`src/rtl/radix2_bf_pkg.sv`:
```
// Shared defaults and arithmetic helpers for the radix-2 butterfly core.
// Helpers work on 64-bit signed values; callers narrow the result.
package radix2_bf_pkg;

  localparam int DEF_IN_W     = 8;
  localparam int DEF_IN_FRAC  = 5;
  localparam int DEF_TW_W     = 8;
  localparam int DEF_TW_FRAC  = 5;
  localparam int DEF_OUT_W    = 10;
  localparam int DEF_OUT_FRAC = 5;

  // Half-LSB constant used for round-half-up before dropping 'frac' bits.
  function automatic logic signed [63:0] rnd_half(input int unsigned frac);
    return (frac == 0) ? 64'sd0 : (64'sd1 <<< (frac - 1));
  endfunction

  function automatic logic signed [63:0] sat_val(input logic signed [63:0] v,
                                                 input int unsigned w,
                                                 output logic hit);
    logic signed [63:0] hi;
    logic signed [63:0] lo;
    hi  = (64'sd1 <<< (w - 1)) - 64'sd1;
    lo  = -(64'sd1 <<< (w - 1));
    hit = (v > hi) || (v < lo);
    if (v > hi) return hi;
    if (v < lo) return lo;
    return v;
  endfunction

endpackage

```
`src/rtl/bf_cmult.sv`:
```
// Full-precision complex multiply W*B with optional conj(W); owns the S1 product register.
module bf_cmult
  import radix2_bf_pkg::*;
#(
  parameter int IN_W = DEF_IN_W,
  parameter int TW_W = DEF_TW_W
) (
  input  logic                          clk,
  input  logic                          rst,
  input  logic                          en,
  input  logic signed [IN_W-1:0]        b_re,
  input  logic signed [IN_W-1:0]        b_im,
  input  logic signed [TW_W-1:0]        w_re,
  input  logic signed [TW_W-1:0]        w_im,
  input  logic                          inverse,
  output logic signed [IN_W+TW_W:0]     p_re,
  output logic signed [IN_W+TW_W:0]     p_im
);

  localparam int PW = IN_W + TW_W + 1;

  // One extra bit so negating the most negative w_im stays exact.
  logic signed [TW_W:0] wi_ext;
  logic signed [TW_W:0] wi_eff;
  logic signed [PW-1:0] br, bi, wr, wi;
  logic signed [PW-1:0] re_d, im_d;

  always_comb begin
    wi_ext = (TW_W + 1)'(w_im);
    wi_eff = inverse ? -wi_ext : wi_ext;
    br     = PW'(b_re);
    bi     = PW'(b_im);
    wr     = PW'(w_re);
    wi     = PW'(wi_eff);
    re_d   = br * wr - bi * wi;
    im_d   = br * wi + bi * wr;
  end

  always_ff @(posedge clk or posedge rst) begin
    if (rst) begin
      p_re <= '0;
      p_im <= '0;
    end else if (en) begin
      p_re <= re_d;
      p_im <= im_d;
    end
  end

endmodule

```
`src/rtl/radix2_butterfly_core.sv`:
```
// Pipelined radix-2 DIT butterfly: X = A + W*B, Y = A - W*B with rounding,
// optional halving, output alignment, saturation and a sticky overflow flag.
module radix2_butterfly_core
  import radix2_bf_pkg::*;
#(
  parameter int IN_W     = DEF_IN_W,
  parameter int IN_FRAC  = DEF_IN_FRAC,
  parameter int TW_W     = DEF_TW_W,
  parameter int TW_FRAC  = DEF_TW_FRAC,
  parameter int OUT_W    = DEF_OUT_W,
  parameter int OUT_FRAC = DEF_OUT_FRAC
) (
  input  logic                    clk,
  input  logic                    rst,
  input  logic                    in_valid,
  output logic                    in_ready,
  input  logic signed [IN_W-1:0]  a_re,
  input  logic signed [IN_W-1:0]  a_im,
  input  logic signed [IN_W-1:0]  b_re,
  input  logic signed [IN_W-1:0]  b_im,
  input  logic signed [TW_W-1:0]  w_re,
  input  logic signed [TW_W-1:0]  w_im,
  input  logic                    inverse,
  input  logic                    scale,
  output logic                    out_valid,
  input  logic                    out_ready,
  output logic signed [OUT_W-1:0] x_re,
  output logic signed [OUT_W-1:0] x_im,
  output logic signed [OUT_W-1:0] y_re,
  output logic signed [OUT_W-1:0] y_im,
  output logic                    ovf,
  input  logic                    ovf_clr
);

  localparam int PW = IN_W + TW_W + 1;  // full product width
  localparam int RW = PW - TW_FRAC;     // W*B rounded to IN_FRAC fraction bits
  localparam int SW = RW + 1;           // guard bit for the add/sub

  logic advance;
  logic out_valid_q;

  assign advance  = !out_valid_q || out_ready;
  assign in_ready = advance;

  // ---------------- S1: complex multiply ----------------
  logic                   v1_q, scale1_q;
  logic signed [IN_W-1:0] a1_q [2];
  logic signed [PW-1:0]   p_re, p_im;

  bf_cmult #(
    .IN_W (IN_W),
    .TW_W (TW_W)
  ) u_cmult (
    .clk     (clk),
    .rst     (rst),
    .en      (advance && in_valid),
    .b_re    (b_re),
    .b_im    (b_im),
    .w_re    (w_re),
    .w_im    (w_im),
    .inverse (inverse),
    .p_re    (p_re),
    .p_im    (p_im)
  );

  always_ff @(posedge clk or posedge rst) begin
    if (rst) begin
      v1_q     <= 1'b0;
      scale1_q <= 1'b0;
      a1_q[0]  <= '0;
      a1_q[1]  <= '0;
    end else if (advance) begin
      v1_q <= in_valid;
      if (in_valid) begin
        a1_q[0]  <= a_re;
        a1_q[1]  <= a_im;
        scale1_q <= scale;
      end
    end
  end

  // ---------------- S2: round W*B, add/sub ----------------
  logic signed [PW:0]   rr_re, rr_im;
  logic signed [RW-1:0] wb_re, wb_im;
  logic signed [SW-1:0] s2_d [4];
  logic signed [SW-1:0] s2_q [4];
  logic                 v2_q, scale2_q;

  always_comb begin
    rr_re   = (PW + 1)'(p_re) + (PW + 1)'(rnd_half(TW_FRAC));
    rr_im   = (PW + 1)'(p_im) + (PW + 1)'(rnd_half(TW_FRAC));
    wb_re   = RW'(rr_re >>> TW_FRAC);
    wb_im   = RW'(rr_im >>> TW_FRAC);
    s2_d[0] = SW'(a1_q[0]) + SW'(wb_re);
    s2_d[1] = SW'(a1_q[1]) + SW'(wb_im);
    s2_d[2] = SW'(a1_q[0]) - SW'(wb_re);
    s2_d[3] = SW'(a1_q[1]) - SW'(wb_im);
  end

  always_ff @(posedge clk or posedge rst) begin
    if (rst) begin
      v2_q     <= 1'b0;
      scale2_q <= 1'b0;
      for (int i = 0; i < 4; i++) s2_q[i] <= '0;
    end else if (advance) begin
      v2_q <= v1_q;
      if (v1_q) begin
        s2_q     <= s2_d;
        scale2_q <= scale1_q;
      end
    end
  end

  // ---------------- S3: scale, align, saturate ----------------
  logic signed [OUT_W-1:0] o_d [4];
  logic signed [OUT_W-1:0] o_q [4];
  logic [3:0]              hit;
  logic signed [63:0]      t3;
  logic                    h3;
  logic                    ovf_d, ovf_q;

  always_comb begin
    t3  = '0;
    h3  = 1'b0;
    hit = '0;
    for (int i = 0; i < 4; i++) begin
      t3 = 64'(s2_q[i]);
      if (scale2_q) t3 = (t3 + 64'sd1) >>> 1;
      if (OUT_FRAC < IN_FRAC) begin
        t3 = (t3 + rnd_half(IN_FRAC - OUT_FRAC)) >>> (IN_FRAC - OUT_FRAC);
      end else if (OUT_FRAC > IN_FRAC) begin
        t3 = t3 <<< (OUT_FRAC - IN_FRAC);
      end
      t3     = sat_val(t3, OUT_W, h3);
      hit[i] = h3;
      o_d[i] = OUT_W'(t3);
    end
  end

  // Saturation is flagged when the offending sample is loaded into the output register.
  always_comb begin
    ovf_d = ovf_q;
    if (advance && v2_q && (|hit)) ovf_d = 1'b1;
    else if (ovf_clr)              ovf_d = 1'b0;
  end

  always_ff @(posedge clk or posedge rst) begin
    if (rst) begin
      out_valid_q <= 1'b0;
      ovf_q       <= 1'b0;
      for (int i = 0; i < 4; i++) o_q[i] <= '0;
    end else begin
      ovf_q <= ovf_d;
      if (advance) begin
        out_valid_q <= v2_q;
        if (v2_q) o_q <= o_d;
      end
    end
  end

  assign out_valid = out_valid_q;
  assign ovf       = ovf_q;
  assign x_re      = o_q[0];
  assign x_im      = o_q[1];
  assign y_re      = o_q[2];
  assign y_im      = o_q[3];

endmodule

```
`config.mk`:
```
export PLATFORM = sky130hd
export DESIGN_NAME = radix2_butterfly_core
export DESIGN_NICKNAME = d
export VERILOG_FILES = /design/src/rtl/radix2_bf_pkg.sv /design/src/rtl/bf_cmult.sv /design/src/rtl/radix2_butterfly_core.sv
export SDC_FILE = /design/constraint.sdc
export NUM_CORES = 1
export LEC_CHECK = 0
export CAP_MARGIN = 20
export CORE_MARGIN = 5
export CORE_UTILIZATION = 37
export CTS_BUF_LIST = sky130_fd_sc_hd__clkbuf_4 sky130_fd_sc_hd__clkbuf_8
export DETAILED_ROUTE_END_ITERATION = 8
export PLACE_DENSITY = 0.57
export SLEW_MARGIN = 20
export SYNTH_ARGS = -nofsm -noshare
export SYNTH_HDL_FRONTEND = slang
export SYNTH_SLANG_ARGS = --single-unit
```
`constraint.sdc`:
```
create_clock -name clk -period 5.5 [get_ports clk]
set_input_delay 1.1 -clock clk [delete_from_list [all_inputs] [get_ports clk]]
set_output_delay 1.1 -clock clk [all_outputs]
set_load 0.1 [all_outputs]
```
* Word-level counts from Yosys, hierarchy flattened *
Index checks and enable logic that the tools add are counted.

storage, ports and cells
  register bits = 148
  bits of input ports = 55
  output and inout port bits = 43
  word-level logic and storage cells = 92

operators by class
  $add $sub $neg = 13
  multiply operators = 4
  order comparisons = 8
  muxes and demuxes = 35
  reduce and logical (&&, ||, !) cells = 14

operator list
  kind                   count
  $gt 64x10->1 const B   4
  $lt 64x10->1 const B   4
  $mux 64                4
  $mux 10                16
  $add 13x2->14 const B  4
  $add 17x6->17 const B  2
  $mul 8x9->17           2
  $mul 8x8->16           2
  $add 8x12->13          2
  $sub 8x12->13          2
  $add 17x17->17         1
  $sub 17x17->17         1
  $mux 1                 14
  $mux 9                 1
  $neg 8->9              1
  $reduce_and 2->1       3
  $logic_or 1x1->1       5
  $reduce_or 4->1        1
  $logic_and 1x1->1      3
  $reduce_bool 2->1      1
  $logic_not 1->1        1

* Logic depth before layout (Yosys ltp) *
Gate-level depths: netlist of the first run.

  depth after elaboration = 7
  gate-level depth with buffers = 36
  mapped depth without buffers = 35

* Modules after synthesis *
Synthesis of the first run repeated with hierarchy kept, for this count alone.

second synthesis, totals
  cells, all modules = 2304
  area, all modules = 20845.0 µm²

modules (own cells, without submodules)
  module                 instances  cells an instance  area an instance (µm²)  seq. area each (µm²)
  bf_cmult               1          1342               12655.9                 850.8
  radix2_butterfly_core  1          962                8189.1                  2802.7

* Worst setup path after synthesis of the first run *
No wires, ideal clock.

  path kind = input -> register
  from = in b_im[1]
  to = reg u_cmult.p_im[13]
  arrival time = 8.523 ns
  data required time = 5.365 ns
  setup slack = -3.158 ns
  cell stages on the path = 32
  path buffers = 1
  cells stage by stage = clkbuf_1 > nand2_1 > fa_1 > fa_1 > inv_1 > fa_1 > inv_1 > fa_1 > inv_1 > ha_1 > o21ai_0 > a21boi_0 > o21ai_0 > a21oi_1 > o21a_1 > o21ai_0 > nand2_1 > fa_1 > inv_1 > fa_1 > inv_1 > fa_1 > fa_1 > inv_1 > ha_1 > ha_1 > and2_1 > a22o_1 > a31oi_1 > nor2b_1 > xor2_1 > o21ai_0

on the way
  longest elaborated chain between the ends = 2

ends and longest elaborated chain
  item                  line                         source
  from (decl)           radix2_butterfly_core.sv:20  input logic signed [IN_W-1:0] b_im,
  $mul 8x8->16          bf_cmult.sv:36               im_d = br * wi + bi * wr;
  $add 17x17->17        bf_cmult.sv:36
  to (signal assigned)  bf_cmult.sv:45               p_im <= im_d;
  to (decl)             bf_cmult.sv:17               output logic signed [IN_W+TW_W:0] p_im

No other way between the ends.
A chain may end at the register's enable or synchronous reset.

* Worst setup path after layout of the first run *
  from = in b_im[3]
  to = reg u_cmult.p_im[16]

Same word-level chain as after synthesis.

==> results.json, run 1 <==
{
  "outcome": "complete, but fails checks",
  "violations": "negative setup slack",
  "synth_fp_nets": 2817,
  "n_fill_cell": 5129,
  "syn_area_per_cell_um2": 8.69,
  "viasPerCell": 4.90,
  "grt_pass1_vias": 17073,
  "clock-sinks": 138,
  "holdCritPathClass": "flop to flop",
  "ys_seq_area_share_pct": 17.2,
  "cp_slowest_cell": "fa_1",
  "ys.flop_type": "dfrtp_1",
  "cp.required_ns": 5.86,
  "row_count": 85,
  "grt_pass1_wl_um": 82800,
  "vias": 16154,
  "syn_area_um2": 20100,
  "synth_largest_area_cell": "fa_1",
  "worstMarginPinSlew_ns": 1.00,
  "grt-ovfl-total": 0,
  "clkTransAtPathRegs_ns": 0.08,
  "timing.critical_path.mode_cell": "fa_1",
  "grt_max_degree": 82,
  "critPathLaunchType": "primary input",
  "async_flop_share_pct": 100,
  "drv_slew": 0,
  "drcViolationCount": 0,
  "synth-seq-cells": 138,
  "port_buffers": 97,
  "synth_cells": 2315,
  "cts_tree": "yes",
  "path_class": "primary input to flop",
  "clock_latency_ns": 0.47,
  "timing.setup.tns_ns": -28.41,
  "yosys_warnings": 0,
  "synth_edf_count": 0,
  "fin_skew_ns": 0.0136,
  "dieArea_um2": 59100,
  "wire_per_inst_um": 14.8,
  "coreArea_um2": 53800,
  "grt_use_total_pct": 16.7,
  "clock.fmax_mhz": 125,
  "whs_path_depth": 2,
  "dpl.hpwl_um": 40200,
  "hold_violations": 0,
  "die_w_um": 243,
  "syn2layout_area_growth_pct": 26.1,
  "slew_headroom_pct": 33.0,
  "maxCapViolCount": 0,
  "ys_types": 65,
  "antenna_found_initial": 1,
  "place_congestion": 0.886,
  "rr_worst_depth": 13,
  "clk_path_buf_depth": 2,
  "fin_ws_ns": -2.51,
  "post-route-period-util_pct": 146,
  "drt_iter0_markers": 668,
  "yosysMostFrequentCell": "inv_1",
  "cts_max_level": 4,
  "initial_utilization_pct": 37.4,
  "grt_setup_unrepaired": "true",
  "cp_slowest_stage_delay_ns": 0.55,
  "fin_crit_ns": 8.01,
  "root_buffer": "clkbuf_8",
  "synth.top_cell.area_share_pct": 25.9,
  "crit_fanout": 4,
  "ios": 98,
  "drtPass1Iterations": 5,
  "layout-drive-gt1-share_pct": 22.1,
  "final_nets": 3093,
  "setup_viol": 22,
  "antenna_left": 0,
  "cp-end-kind": "flop",
  "synth_commonest_cells": "inv_1 (407), fa_1 (260), nand2_1 (258)",
  "cts_buffers": 17,
  "die_y_um": 243,
  "drt_wl_total_um": 48900,
  "synth_area_leaders": "fa_1 (26%), dfrtp_1 (17%), ha_1 (12%)",
  "arrival_ns": 8.37
}
-- state kept, by name, indices dropped and copies added (netlist names), 10 cells and up --
signal	count
u_cmult.p_im	13
x_re	10
a1_q	16
y_re	10
y_im	10
x_im	10
u_cmult.p_re	13
s2_q	50
-- cell families (layout without fill, tap and decap cells) --
| group | Yosys count | in the layout | share of synthesized area [%] |
|---|---|---|---|
| flops | 138 | 138 | 17.2 |
| other cells | 0 | 1 | 0 |
| mux | 37 | 37 | 2.03 |
| xor+xnor | 142 | 143 | 6.18 |
| compound gates | 393 | 393 | 11.8 |
| buf+inv | 492 | 779 | 9.22 |
| simple gates | 664 | 664 | 16.0 |
| fa+ha+maj | 449 | 449 | 37.6 |
-- worst max-delay path, delay by kind of cell --
kind | cells | cell delay [ns]
AOI/OAI and AO/OA | 8 | 1.18
adders and majority gates | 11 | 4.91
and+or+nand+nor | 3 | 0.38
buffers and inverters | 8 | 0.41
muxes | 1 | 0.26
xor gates and xnor gates | 1 | 0.13
-- stage by stage --
stage               utilization (%)  instance area [um2]  instances  worst slack, ns  hold WS, ns
CTS                            46.3                24900       3292            -2.50        0.487
floorplan                         -                21000       2315            -2.64        0.436
global route                   47.1                25400       3299            -2.73        0.512
global placement               44.7                24100       3244            -3.40        0.462
finish                         47.2                25400       3300            -2.51        0.485
detailed placement             44.7                24100       3244            -3.48        0.470
-- worst paths after layout --
| check | startpoint | end | slack [ns] |
|---|---|---|---|
| worst max register to register | u_cmult.p_im[4] | s2_q[11] | 1.97 |
| max in group asynchronous | rst | scale2_q | 3.38 |
| worst min-delay path | u_cmult.p_re[9] | u_cmult.p_re[9] | 0.49 |
| worst max-delay path | b_im[3] | u_cmult.p_im[16] | -2.51 |
| worst min register to register | u_cmult.p_re[9] | u_cmult.p_re[9] | 0.49 |
| min in group asynchronous | rst | x_re[8] | 1.13 |
-- cell usage in the layout, fill, tap and decap left out, drive strengths merged, types with 9 or more instances in the layout --
cell and count:
inv 407, buf 261, fa 260, nand2 258, ha 187, o21ai 152, and2 150, dfrtp 138
a21oi 112, xnor2 110, nor2 87, clkdlybuf4s50 64, nand3 54, xor2 33, mux2 31, nor3 29
a21o 26, clkbuf 21, nor2b 21, a31oi 15, nand4 14, nand2b 14, o21bai 12, o31ai 12
or2 11, o21a 10, and3 9
-- per-layer routing --
layer	track usage (%)	part of all wire, %	up-vias
met3	2.06	3.3	49
met4	3.59	1.6	0
met5	0	0	-
li1	-	-	7916
met2	29.3	49	268
met1	22.2	46	7921
-- what timing repair did --
| action | 4_1_cts | 5_1_grt |
|---|---|---|
| setup endpoints to repair | 24 | 24 |
| cloned | 0 | 1 |
| buffers inserted | 18 | 8 |
| hold buffers | 0 | 0 |
| resized for setup | 171 | 98 |
| pin swaps | 101 | 74 |
| hold endpoints to repair | 0 | 0 |
-- area by class of cell --
cell class	instances	area, um2	share of cell area [%]
antenna	1	2.50	0.00986
clock buffer	19	262	1.03
clock inverter	12	173	0.680
inverter	408	1540	6.08
multi-input combinational	1686	16200	63.7
sequential	138	3450	13.6
tap	696	871	3.43
timing repair buffer	340	2910	11.5
Power of run 1 is not shown: default switching activity piles up to over one toggle a cycle in this logic, so the estimate is an artifact.
==> run 2, diff against run 1 <==
- ABC_AREA: unset -> 1
==> run 2 against run 1 <==
Compared with the run above: the run still ends with negative setup slack left; critical path depth is 1 higher; cell count is 24% higher; non-clock buffer count is 58 higher; clock skew is 0.0032 ns higher; register-to-register slack better by 0.24 ns; final area is 8.4% higher; hold slack hardly changed; first-iteration DRC count is 44% higher; sequential cell count stayed put; critical path type unchanged; critical endpoint is now u_cmult.p_im[15]; highest routed layer unchanged.
==> results.json, run 2 <==
{
  "drtPass1Iterations": 5,
  "antenna_found_initial": 0,
  "largest_reg_flops": 50,
  "ios": 98,
  "ys.flop_type": "dfrtp_1",
  "grt-ovfl-total": 0,
  "clk_path_buf_depth": 2,
  "fin_ws_ns": -2.23,
  "fin_crit_ns": 7.73,
  "synth_cells": 2973,
  "syn_area_per_cell_um2": 7.25,
  "port_buffers": 97,
  "row_count": 88,
  "slew_headroom_pct": 34.7,
  "largest_register": "s2_q",
  "synthAdderAreaFrac_pct": 35.0,
  "n_fill_cell": 5765,
  "synth-seq-cells": 138,
  "drv_slew": 0,
  "clock_latency_ns": 0.48,
  "worstMarginPinSlew_ns": 0.977,
  "vias": 19498,
  "path_class": "primary input to flop",
  "drt_iter0_markers": 965,
  "outcome": "complete, but fails checks",
  "dieArea_um2": 63200,
  "ys_seq_area_share_pct": 16.0,
  "multiInputGateArea_um2": 16700,
  "syn2layout_area_growth_pct": 27.6,
  "synthXorXnorAreaFrac_pct": 3.41,
  "post-route-period-util_pct": 141,
  "place_congestion": 0.917,
  "final_common_cell": "nand2_1",
  "cp.required_ns": 5.92,
  "drt_wl_total_um": 58400,
  "cts_tree": "yes",
  "viasPerCell": 4.77,
  "grt_max_degree": 110,
  "die_w_um": 251,
  "grt_use_total_pct": 18.5,
  "syn_area_um2": 21600,
  "final_util_pct": 47.7,
  "coreArea_um2": 57700,
  "cp_slowest_stage_delay_ns": 0.56,
  "hold_violations": 0,
  "synth_fp_nets": 3475,
  "ys_types": 51,
  "seq_area_um2": 3450,
  "cp-end-kind": "flop",
  "initial_utilization_pct": 37.4,
  "cts_max_level": 4,
  "top_regs": "s2_q: 50 flops, a1_q: 16 flops",
  "grt_pass1_vias": 20031,
  "most-common-layout-cells": "nand2_1 (696), inv_1 (581), buf_4 (266), fa_1 (248), nor2_1 (209)",
  "final_nets": 3810,
  "cts_buffers": 17,
  "critPathLaunchType": "primary input",
  "synth_commonest_cells": "nand2_1 (744), inv_1 (656), fa_1 (260)",
  "yosysMostFrequentCell": "nand2_1",
  "clock-sinks": 138,
  "synth_area_leaders": "fa_1 (24%), dfrtp_1 (16%), nand2_1 (13%)",
  "muxShareOfSynthArea_pct": 0,
  "clock.fmax_mhz": 129,
  "synth_largest_area_cell": "fa_1",
  "drcViolationCount": 0,
  "grt_pass1_wl_um": 98200,
  "timing.critical_path.mode_cell": "fa_1",
  "dpl.hpwl_um": 48300,
  "hold_buffers": 0,
  "root_buffer": "clkbuf_8",
  "yosys_warnings": 0,
  "yosys.area_share.simple_pct": 23.4,
  "violations": "negative setup slack",
  "antenna_left": 0,
  "clkTransAtPathRegs_ns": 0.08,
  "die_y_um": 251,
  "synth_edf_count": 0,
  "fin_skew_ns": 0.0168,
  "antenna_cells": 0,
  "maxCapViolCount": 0,
  "layout-drive-gt1-share_pct": 21.1,
  "grt_setup_unrepaired": "true",
  "cp_slowest_cell": "fa_1",
  "holdCritPathClass": "flop to flop",
  "async_flop_share_pct": 100,
  "setup_viol": 24,
  "arrival_ns": 8.15,
  "crit_fanout": 4,
  "synth_top_family_by_area": "adder cells",
  "synth.top_cell.area_share_pct": 24.1,
  "wire_per_inst_um": 14.3,
  "synth-compound-area-share_pct": 8.97
}
-- run 2: changes by cell type in the layout (fill, tap and decap cells not counted), moves of 29 or more --
cell and delta:
nor2_1 +131, and2_1 -133, inv_1 +221, buf_4 +53
mux2_2 -29, xnor2_1 -73, nand3_1 +71, nand2_1 +454
nand2_2 +29
-- run 2: per-stage QoR --
stage                     hold WS (ns)  TNS (ns)  instances  cell area, um2  setup slack, ns
after floorplan                  0.432    -26.86       2973           22300            -2.45
after CTS                        0.491    -26.28       4069           27000            -2.21
after global routing             0.504    -30.72       4085           27500            -2.50
final                            0.485    -25.45       4085           27500            -2.23
after global placement           0.453    -52.04       4011           25700            -3.29
after detailed placement         0.473    -52.99       4011           25700            -3.30
-- run 2: layout make-up --
| type | instances | area share, % |
|---|---|---|
| Sequential cell | 138 | 12.6 |
| Clock inverter | 7 | 0.327 |
| Tap cell | 765 | 3.48 |
| Clock buffer | 24 | 1.13 |
| Inverter | 666 | 9.23 |
| Multi-Input combinational cell | 2087 | 60.8 |
| Timing Repair Buffer | 398 | 12.5 |
-- run 2: per-layer routing --
metal | global-route usage [%] | wire length (um)
met5 | 0 | 0
met4 | 4.24 | 1100
met3 | 1.68 | 2380
met2 | 33.1 | 28900
met1 | 24.5 | 26000
-- run 2: cells by family (layout without fill, tap and decap cells) --
logic type                 Yosys count  count (layout)
buffers and inverters              748            1095
xor gates and xnor gates            83              83
adders and majority gates          447             447
DFF                                138             138
AOI/OAI and AO/OA                  344             344
and+or+nand+nor                   1213            1213
-- run 2: repair_timing --
item,CTS,global route
gates cloned,0,0
pin swaps,143,103
endpoints found under the setup margin,25,24
resized for setup,260,131
buffers inserted,29,20
-- run 2: final timing paths --
| path | start | end | slack [ns] | cells after the start |
|---|---|---|---|---|
| worst min-delay path | ovf | ovf | 0.49 | 2 |
| worst max-delay path | b_im[3] | u_cmult.p_im[15] | -2.23 | 33 |
| min in group asynchronous | rst | y_re[6] | 1.16 | 2 |
| worst max register to register | u_cmult.p_re[6] | s2_q[24] | 2.21 | 18 |
| worst min register to register | ovf | ovf | 0.49 | 2 |
| max in group asynchronous | rst | u_cmult.p_im[6] | 3.40 | 3 |
-- run 2: critical path, delay by kind of cell --
kind / cells / cell delay (ns)
AOI/OAI and AO/OA: 6 / 0.83
xor gates and xnor gates: 1 / 0.23
adders and majority gates: 11 / 4.92
buffers and inverters: 9 / 0.60
and+or+nand+nor: 6 / 0.47
Power of run 2 is left out for the same reason.
